`config.mk`:
```
export PLATFORM = sky130hd
export DESIGN_NAME = minesweeper_board_cover
export DESIGN_NICKNAME = d
export VERILOG_FILES = /design/src/rtl/minesweeper_board_cover.sv
export SDC_FILE = /design/constraint.sdc
export NUM_CORES = 1
export LEC_CHECK = 0
export CAP_MARGIN = 15
export CORE_UTILIZATION = 40
export DETAILED_ROUTE_END_ITERATION = 8
export SYNTH_ARGS = -nofsm -noshare
export SYNTH_HDL_FRONTEND = slang
export SYNTH_SLANG_ARGS = --single-unit
```
`constraint.sdc`:
```
create_clock -name clk -period 14.25 [get_ports clk]
set_clock_uncertainty 0.2 [all_clocks]
set_input_delay 2.85 -clock clk [delete_from_list [all_inputs] [get_ports clk]]
set_output_delay 2.85 -clock clk [all_outputs]
set_load 0.05 [all_outputs]
```
`src/rtl/minesweeper_board_cover.sv`:
```
// Cover-state memory for the minesweeper board: one 2-bit entry per cell,
// flag/open commands applied at the cursor, cursor cell read combinationally.
module minesweeper_board_cover #(
   parameter int X_SIZE = 16,
   parameter int Y_SIZE = 16,
   parameter int X_BITS = 4,
   parameter int Y_BITS = 4
) (
   input  logic              clk,
   input  logic              reset,
   input  logic              flag,
   input  logic              open,
   input  logic [X_BITS-1:0] x_coord,
   input  logic [Y_BITS-1:0] y_coord,
   output logic [1:0]        cell_val,
   output logic              opened_cell
);

   localparam int CELLS = X_SIZE * Y_SIZE;
   localparam int IDX_W = (CELLS > 1) ? $clog2(CELLS) : 1;

   localparam logic [1:0] COVERED = 2'b00;
   localparam logic [1:0] OPENED  = 2'b01;
   localparam logic [1:0] FLAGGED = 2'b10;

   logic [CELLS-1:0][1:0] cover_q;
   logic                  in_range;
   logic [IDX_W-1:0]      idx;
   logic [1:0]            cur;
   logic                  do_open;
   logic                  do_flag;

   // Off-board cursor reads as covered and blocks both commands.
   always_comb begin
      in_range = (int'(x_coord) < X_SIZE) && (int'(y_coord) < Y_SIZE);
      idx      = IDX_W'(int'(y_coord) * X_SIZE + int'(x_coord));
      cur      = in_range ? cover_q[idx] : COVERED;
      do_open  = in_range && open && !flag && (cur == COVERED);
      do_flag  = in_range && flag && !open && (cur != OPENED);
   end

   assign cell_val = cur;

   always_ff @(posedge clk or negedge reset) begin
      if (!reset) begin
         cover_q     <= '0;
         opened_cell <= 1'b0;
      end else begin
         opened_cell <= do_open;
         if (do_open)
            cover_q[idx] <= OPENED;
         else if (do_flag)
            cover_q[idx] <= (cur == FLAGGED) ? COVERED : FLAGGED;
      end
   end

endmodule

```
; Yosys cells after proc, flatten, opt, wreduce, memory -nomap -nowiden
; Index checks and enable logic that the tools add are counted.
[totals]
in_bits = 12
ff_bits = 513
romBits = 0
memories = 0
latch_bits = 0
mem_bits_rw = 0
word_cells = 282
[op_classes]
mux = 8
n_div = 0
addsub = 1
shifts = 0
order_cmp = 2
n_bitwise = 3
eq_ne = 2
n_reduce_logical = 9
n_mul = 0
[ops]
columns = cell, count
row1 = $mux 512, 2
row2 = $bwmux 512, 1
row3 = $and 256x256->256, 1
row4 = $not 256->256, 1
row5 = $or 256x256->256, 1
row6 = $bmux 2 s8, 1
row7 = $demux 2 s8, 1
row8 = $lt 8x9->1 const B, 1
row9 = $add 8x4->8, 1
row10 = $ge 8x1->1 const B, 1
row11 = $mux 2, 3
row12 = $logic_and 1x1->1, 5
row13 = $eq 2x2->1 const B, 1
row14 = $logic_not 1->1, 2
row15 = $logic_not 2->1, 1
row16 = $ne 2x1->1 const B, 1
row17 = $reduce_bool 2->1, 1

; Longest topological paths before layout
; Gate-level depths: netlist of the first run.
[depth]
depth_word = 8
ltp_mapped = 17
mapped_depth_nobuf = 9

; Least setup slack after synthesis of the first run
; No wires, ideal clock.
[synth_path]
path_kind = input to output
start = in x_coord[0]
end = out cell_val[1]
stages = 15
setup_slack_ps = 5522
required_ps = 11200
arrival_time_ps = 5678
n_path_buf = 9
path_cell_list = buf_6 > buf_6 > buf_6 > buf_4 > buf_6 > buf_2 > o22ai_1 > o31ai_1 > a211oi_1 > o311ai_1 > o21ai_2 > inv_2 > buf_4 > buf_6 > clkbuf_1
[synth_via]
elab_chain_len = 3
[synth_rtl]
columns = item, line_no
row1 = "start, declared", 13  ; input logic [X_BITS-1:0] x_coord,
row2 = $add 8x4->8, 36  ; idx = IDX_W'(int'(y_coord) * X_SIZE + int'(x_coord));
row3 = $bmux 2 s8, 37  ; cur = in_range ? cover_q[idx] : COVERED;
row4 = $mux 2 (implied by the code), 37
row5 = "end, declared", 15  ; output logic [1:0] cell_val,
; No other way between the ends. The select of a mux whose other input is x is not followed.

; Worst setup path after layout of the first run
[layout_path]
start = in x_coord[0]
end = out cell_val[0]
; Same word-level chain as after synthesis.

==> run summary, run 1 <==
Worst reg2reg path startpoint: cover_q[350]
Average vias per placed instance: 6.62
Hold_buf cts: 0
Synth top cells by count: dfrtp_1 (513), mux2_2 (190), inv_1 (149)
Gp weighted congestion: 0.862
Fraction of the mapped netlist area in simple logic gates: 4.35%
Top Ports: 15
Routed WL per cell: 29.1 µm
Number of CTS-inserted buffers: 57
Setup crit start kind: primary input
Floorplan Core Area: 0.0657 mm²
Count of cells resized by post-cts repair: 0
Top post-synthesis cells by area: dfrtp_1 (48%), mux4_2 (11%), mux2_2 (8.1%)
Max incr delay on CP: 0.84 ns
FF+latch count, synth: 513
Die outline width: 260 µm
Global router's overall resource usage: 26.2%
Highest achievable clock rate: 0.0893 GHz
Row Count: 94
Final Hold Violating Endpoints: 0
Die area: 0.0674 mm²
Slowest CP cell: clkdlybuf4s50_1
Sort of element at the end of the critical path: output pin
Half-perimeter wire length of the detailed placement result: 52600 µm
Number of enable flip-flop cells after synthesis: 0
Final setup viols: 0
Number of cells produced by synthesis: 2159
Cell area power density: 117 mW/mm²
Maximum buffer depth of the clock tree: 3
Initial antenna violation count: 1
Fraction of the yosys area taken by sequential cells: 48.4%
Cell Area, Synth: 0.0265 mm²
Yosys top cell by area: dfrtp_1
Reported leakage power: 0.0123 µW
Min-delay src: cover_q[436]
Antenna violation net count after detailed routing: 0
Vias after detailed routing: 19791
Ordered cell list for the critical path: clkbuf_8, buf_12, mux4_2, a22oi_1, a21oi_1, or4_1, a22oi_2, and2_4, inv_6, clkdlybuf4s50_1
Required time of the critical path: 11.20 ns
Dominant combinational cell family by area after synthesis: compound AO/OA/AOI/OAI gates
Initial DRC count: 2333
Total routed wirelength: 87100 µm
Number of max-slew violations in the final report: 0
Worst Path Max Fanout: 80
Drt drc: 0
Chip height: 260 µm
Post-synth top area share: 48.4%
Port Buf Inserts: 14
Share of the synthesized netlist area taken by xor and xnor gates: 0%
H-tree lvl count: 2
Synthesis Warnings: 0
Total number of clock tree sinks: 513
Largest net degree at the start of global routing: 130
Layout cell share with drive strength beyond 1: 27.6%
Critical Setup Path Class: in2out
WP data arrival: 8.15 ns
Area growth, synth to finish: 10.3%
Syn_nets: 2171
Post-CTS Setup Bufs: 0
Root buffer cell: clkbuf_16
Fraction of synthesized area in multiplexers: 20.1%
Result of the run: finished clean
Worst slew margin relative to its limit: 21.5%
Worst hold-check path type: reg2reg
Min Hold Slack: 0.286 ns
Most instantiated library cell after synthesis: dfrtp_1
Via count of the first global-routing pass: 20475
Latest clock arrival within the worst-skew pair: 0.62 ns
Prevailing post-synth register cell: dfrtp_1
Transition time of the tightest slew-check pin: 1.17 ns
First-pass GRT wire length: 134000 µm
Nets@finish: 2093
Clock-pin slew on the worst setup and hold paths: 0.06 ns
Initial DRT Pass Iterations: 6
Tcrit/Tclk final: 78.6%
Remaining Overflow, GRT: 0
Synth Area in Adders: 0%
Number of distinct library cells after synthesis: 55
CTS tree: done
Mean Syn Cell Area: 12.3 µm²
Critical path launch point: x_coord[0]
Pwr Total: 3420 µW
Max-cap violations: 0
Minimum period implied by the final worst setup slack: 11.20 ns
Largest voltage drop on the vdd net: 107 µV
Setup repair after global routing missed its margin: false
Initial core utilization: 40.3%
Complex-gate fraction of the synthesized area: 20.9%
Async SR Flop Fraction: 100%
Total negative slack: 0 ns
critical path: cells and delay by family:
| kind | cells | cell delay (ns) |
|---|---|---|
| AOI/OAI and AO/OA | 3 | 0.72 |
| buffers and inverters | 4 | 2.41 |
| muxes | 1 | 0.59 |
| and+or+nand+nor | 2 | 1.37 |
final timing paths:
kind | slack (ns) | cells past startpoint | end
setup / recovery | 3.05 | 10 | cell_val[0]
hold / removal | 0.29 | 1 | cover_q[436]
setup reg to reg | 8.65 | 10 | cover_q[148]
hold reg to reg | 0.29 | 1 | cover_q[436]
max in group asynchronous | 9.33 | 3 | cover_q[326]
min in group asynchronous | 2.03 | 1 | cover_q[75]
registers in the layout (all words and copies together), names as in the netlist:
| signal | flops |
|---|---|
| cover_q | 512 |
| opened_cell | 1 |
layout by cell type (no fill, tap or decap), types with 23 or more instances in the layout:
cell       Yosys  routed
a211oi_1      37      37
clkbuf_16      0      59
nor2_1        92      87
o2111ai_1     70      70
nand2_1       98      98
mux2_2       190     190
dfrtp_1      513     513
o22ai_1      121     121
o211ai_1      30      30
o2bb2ai_1     84      84
mux4_2       124     124
mux2_1        27      27
a21oi_1       38      38
a22o_1        23      23
a22oi_1       62      62
a32o_1        32      32
buf_4          8      73
inv_1        149     149
a2111oi_2     69      69
power by group:
part	total, µW	internal [µW]	switching (µW)	leakage [µW]
Combinational	399	109	290	0.00501
Clock	1480	867	614	0.000926
Sequential	1540	1510	29.5	0.00640
Total	3420	2490	934	0.0123
metrics by stage:
| stage | setup WS (ns) | cells | utilization, % | cell area, µm² |
|---|---|---|---|---|
| final | 3.05 | 2989 | 44.5 | 29200 |
| after floorplan | 5.52 | 2159 | - | 26500 |
| after global routing | 2.73 | 2988 | 44.5 | 29200 |
| after CTS | 3.05 | 2985 | 44.4 | 29200 |
| after global placement | 3.10 | 2882 | 41.6 | 27300 |
| after detailed placement | 3.05 | 2883 | 41.6 | 27300 |
kinds of logic (layout without fill, tap and decap cells):
logic type / count (synthesis) / in the layout
buffers and inverters: 379 / 344
muxes: 350 / 350
AOI/OAI and AO/OA: 652 / 652
DFF: 513 / 513
other: 0 / 1
and+or+nand+nor: 265 / 265
final cells by class:
class / count / area [µm²]
Inverter: 152 / 578
Fill cell: 5971 / 36500
Tap cell: 864 / 1080
Multi-Input combinational cell: 1267 / 12100
Antenna cell: 1 / 2.50
Timing Repair Buffer: 90 / 761
Sequential cell: 513 / 12800
Clock inverter: 16 / 146
Clock buffer: 86 / 1730
routing by layer:
layer	track usage [%]	share of wire [%]
met2	40.3	46
met3	5.47	9.2
met5	0	0
met1	36.3	41
met4	10.2	3.9
Note: power is estimated with default switching activity, not from simulation.
==> run 2, diff against run 1 <==
Clock period 14.25 ns to 9.96 ns, I/O delays scaled along.
==> run 2 against run 1 <==
Sequential power rose by 43%. Register-to-register slack got worse by 4.1 ns. Final area rose by 1.0%. Clock power rose by 60%. Setup slack got worse by 1.4 ns. Highest routed layer is now met5. Sequential share of layout area fell by 0.44 points. Power rose by 50%.
==> run summary, run 2 (synthesis results as in run 1) <==
Number of cells on the critical path: 9 (-1)
Highest achievable clock rate: 0.120 GHz
Vias after detailed routing: 19772 (-0.096%)
Maximum buffer depth of the clock tree: 3 (unchanged)
First-pass GRT wire length: 133000 µm (-0.83%)
Worst Path Max Fanout: 22 (-73%)
Family of cells with the greatest summed delay on the critical path: buffers and inverters
Placed Instance Area: 0.0274 mm² (+0.37%)
Setup crit start kind: primary input
Count of cells resized by post-cts repair: 0 (unchanged)
Ordered cell list for the critical path: clkdlybuf4s50_1, and2_1, a22oi_1, a21oi_1, nor4_1, o22a_1, and2_4, inv_6, clkdlybuf4s50_1
Latest clock arrival within the worst-skew pair: 0.64 ns (+0.02 ns)
Clock-pin slew on the worst setup and hold paths: 0.05 ns (about the same)
Flip-flop count of the largest register after layout: 512 (unchanged)
FF/Latch Area: 0.0128 mm² (unchanged)
Sort of element at the end of the critical path: output pin
Routed WL per cell: 28.9 µm (-0.95%)
Met1 usage in global routing: 35.5% (-0.78 points)
Post-CTS Setup Bufs: 0 (unchanged)
Flop2flop setup slack: 4.57 ns (-4.08 ns)
Die area: 0.0674 mm² (unchanged)
Initial antenna violation count: 3 (+2)
Transition time of the tightest slew-check pin: 1.22 ns (+0.0441 ns)
Final Hold Violating Endpoints: 0 (unchanged)
Switching part of the total power: 26.5% (-0.83 points)
Number of CTS-inserted buffers: 57 (unchanged)
CTS tree: done
Critical path buffers and inverters: 3 (-1)
Largest register by flop count: cover_q
Global routing usage on met3: 5.91% (+0.44 points)
Finished Cell Area: 0.0295 mm² (+1.0%)
Floorplan Core Area: 0.0657 mm² (unchanged)
Reported net switching power: 1360 µW (+46%)
Worst slew margin relative to its limit: 18.6% (-2.9 points)
Power share of the combinational group: 11.2% (-0.5 points)
Critical Setup Path Class: in2out
Remaining Overflow, GRT: 0 (unchanged)
Number of max-slew violations in the final report: 0 (unchanged)
Sequential share of power: 42.8% (-2.2 points)
Port Buf Inserts: 14 (unchanged)
Area growth, synth to finish: 11.4%
Half-perimeter wire length of the detailed placement result: 54000 µm (+2.6%)
Hold Path Stages: 1 (unchanged)
Most common cell after layout, fill and taps aside: dfrtp_1
Initial DRT Pass Iterations: 5 (-1)
Hold_buf cts: 0 (unchanged)
Pwr Total: 5140 µW (+50%)
H-tree lvl count: 2 (unchanged)
Reported leakage power: 0.0125 µW (+1.1%)
Die outline width: 260 µm (unchanged)
Min-delay src: cover_q[237]
Gp weighted congestion: 0.884 (+2.5%)
Antenna violation net count after detailed routing: 0 (unchanged)
Required time of the critical path: 7.77 ns (-3.43 ns)
Average vias per placed instance: 6.60 (-0.33%)
Chip height: 260 µm (unchanged)
GRT met2 Usage: 40.0% (-0.30 points)
Layout cell share with drive strength beyond 1: 27.9% (+0.27 points)
Via count of the first global-routing pass: 20389 (-0.42%)
Worst reg2reg path depth: 11 (+1)
Total negative slack: 0 ns (unchanged)
Initial core utilization: 40.3% (unchanged)
WP data arrival: 6.12 ns (-2.03 ns)
Most used routing layer: met2
Nets@finish: 2098 (+0.24%)
Cell Int Power: 3780 µW (+52%)
Total routed wirelength: 86500 µm (-0.71%)
Initial DRC count: 2340 (+0.30%)
Number of inserted filler cells in the final layout: 5810 (-2.7%)
Critical path launch point: x_coord[2]
Largest net degree at the start of global routing: 140 (+7.7%)
Drt drc: 0 (unchanged)
Final setup viols: 0 (unchanged)
Largest registers in the final layout: cover_q (512), opened_cell (1)
Result of the run: finished clean
Row Count: 94 (unchanged)
Setup repair after global routing missed its margin: false
Cell area power density: 174 mW/mm² (+49%)
CP dominant cell by count: clkdlybuf4s50_1
Top Ports: 15 (unchanged)
Root buffer cell: clkbuf_16
Max-cap violations: 0 (unchanged)
Total number of clock tree sinks: 513 (unchanged)
Part of the total power dissipated in the clock network: 46.0% (+2.7 points)
Tcrit/Tclk final: 83.5%
Worst reg2reg path startpoint: cover_q[23]
Worst hold-check path type: reg2reg
Minimum period implied by the final worst setup slack: 8.32 ns
Global router's overall resource usage: 26.1% (-0.15 points)
Multi-input gate area in the final layout: 0.0121 mm² (about the same)
Slowest CP cell: and2_1
Highest-count cells in the layout ignoring fill and taps: dfrtp_1 (513), mux2_2 (190), inv_1 (149)
Largest voltage drop on the vdd net: 137 µV (+28%)
Max incr delay on CP: 1.05 ns (+0.21 ns)
Antenna cell count: 0 (-1)
[run 2: final timing paths]
path,endpoint
max in group asynchronous,cover_q[232]
min reg2reg,cover_q[237]
max reg2reg,cover_q[99]
max,cell_val[0]
min,cover_q[237]
min in group asynchronous,cover_q[283]
[run 2: through the flow]
stage	hold WS, ns	setup slack (ns)	utilization [%]	std cells
after floorplan	0.251	2.95	-	2159
after global placement	0.265	1.70	41.7	2887
after detailed placement	0.270	1.66	41.7	2889
after CTS	0.287	1.66	44.9	2994
after global routing	0.300	1.52	44.9	2996
final	0.283	1.64	44.9	2996
[run 2: worst register-to-register path: cells and delay by family (launching register included)]
| kind | cells | cell delay, ns |
|---|---|---|
| buffers and inverters | 3 | 0.96 |
| flip-flops | 1 | 0.39 |
| AND/OR/NAND/NOR | 1 | 0.11 |
| multiplexers | 3 | 1.41 |
| AO/OA/AOI/OAI | 4 | 2.26 |
[run 2: area by class of cell]
| cell class | instances | share of cell area, % |
|---|---|---|
| repair buffers | 95 | 2.85 |
| clock buffers | 82 | 5.73 |
| inverters | 152 | 1.96 |
| clock inverters | 23 | 1.37 |
| flip-flops and latches | 513 | 43.4 |
| well taps | 864 | 3.66 |
| multi-input cells | 1267 | 41.0 |
[run 2: layer usage]
metal  vias up  wire length [µm]
li1       8217                 -
met1     10380             35300
met2       965             39800
met3       206              7650
met4         4              3660
met5         -                24
[run 2: power groups by stage]
stage / registers, µW / logic [µW] / clock network (µW)
6_report: 2200 / 576 / 2370
5_1_grt: 2210 / 606 / 2470
4_1_cts: 2200 / 568 / 2390
3_5_place_dp: 2240 / 567 / 0
3_3_place_gp: 2230 / 559 / 0
2_1_floorplan: 2220 / 365 / 0
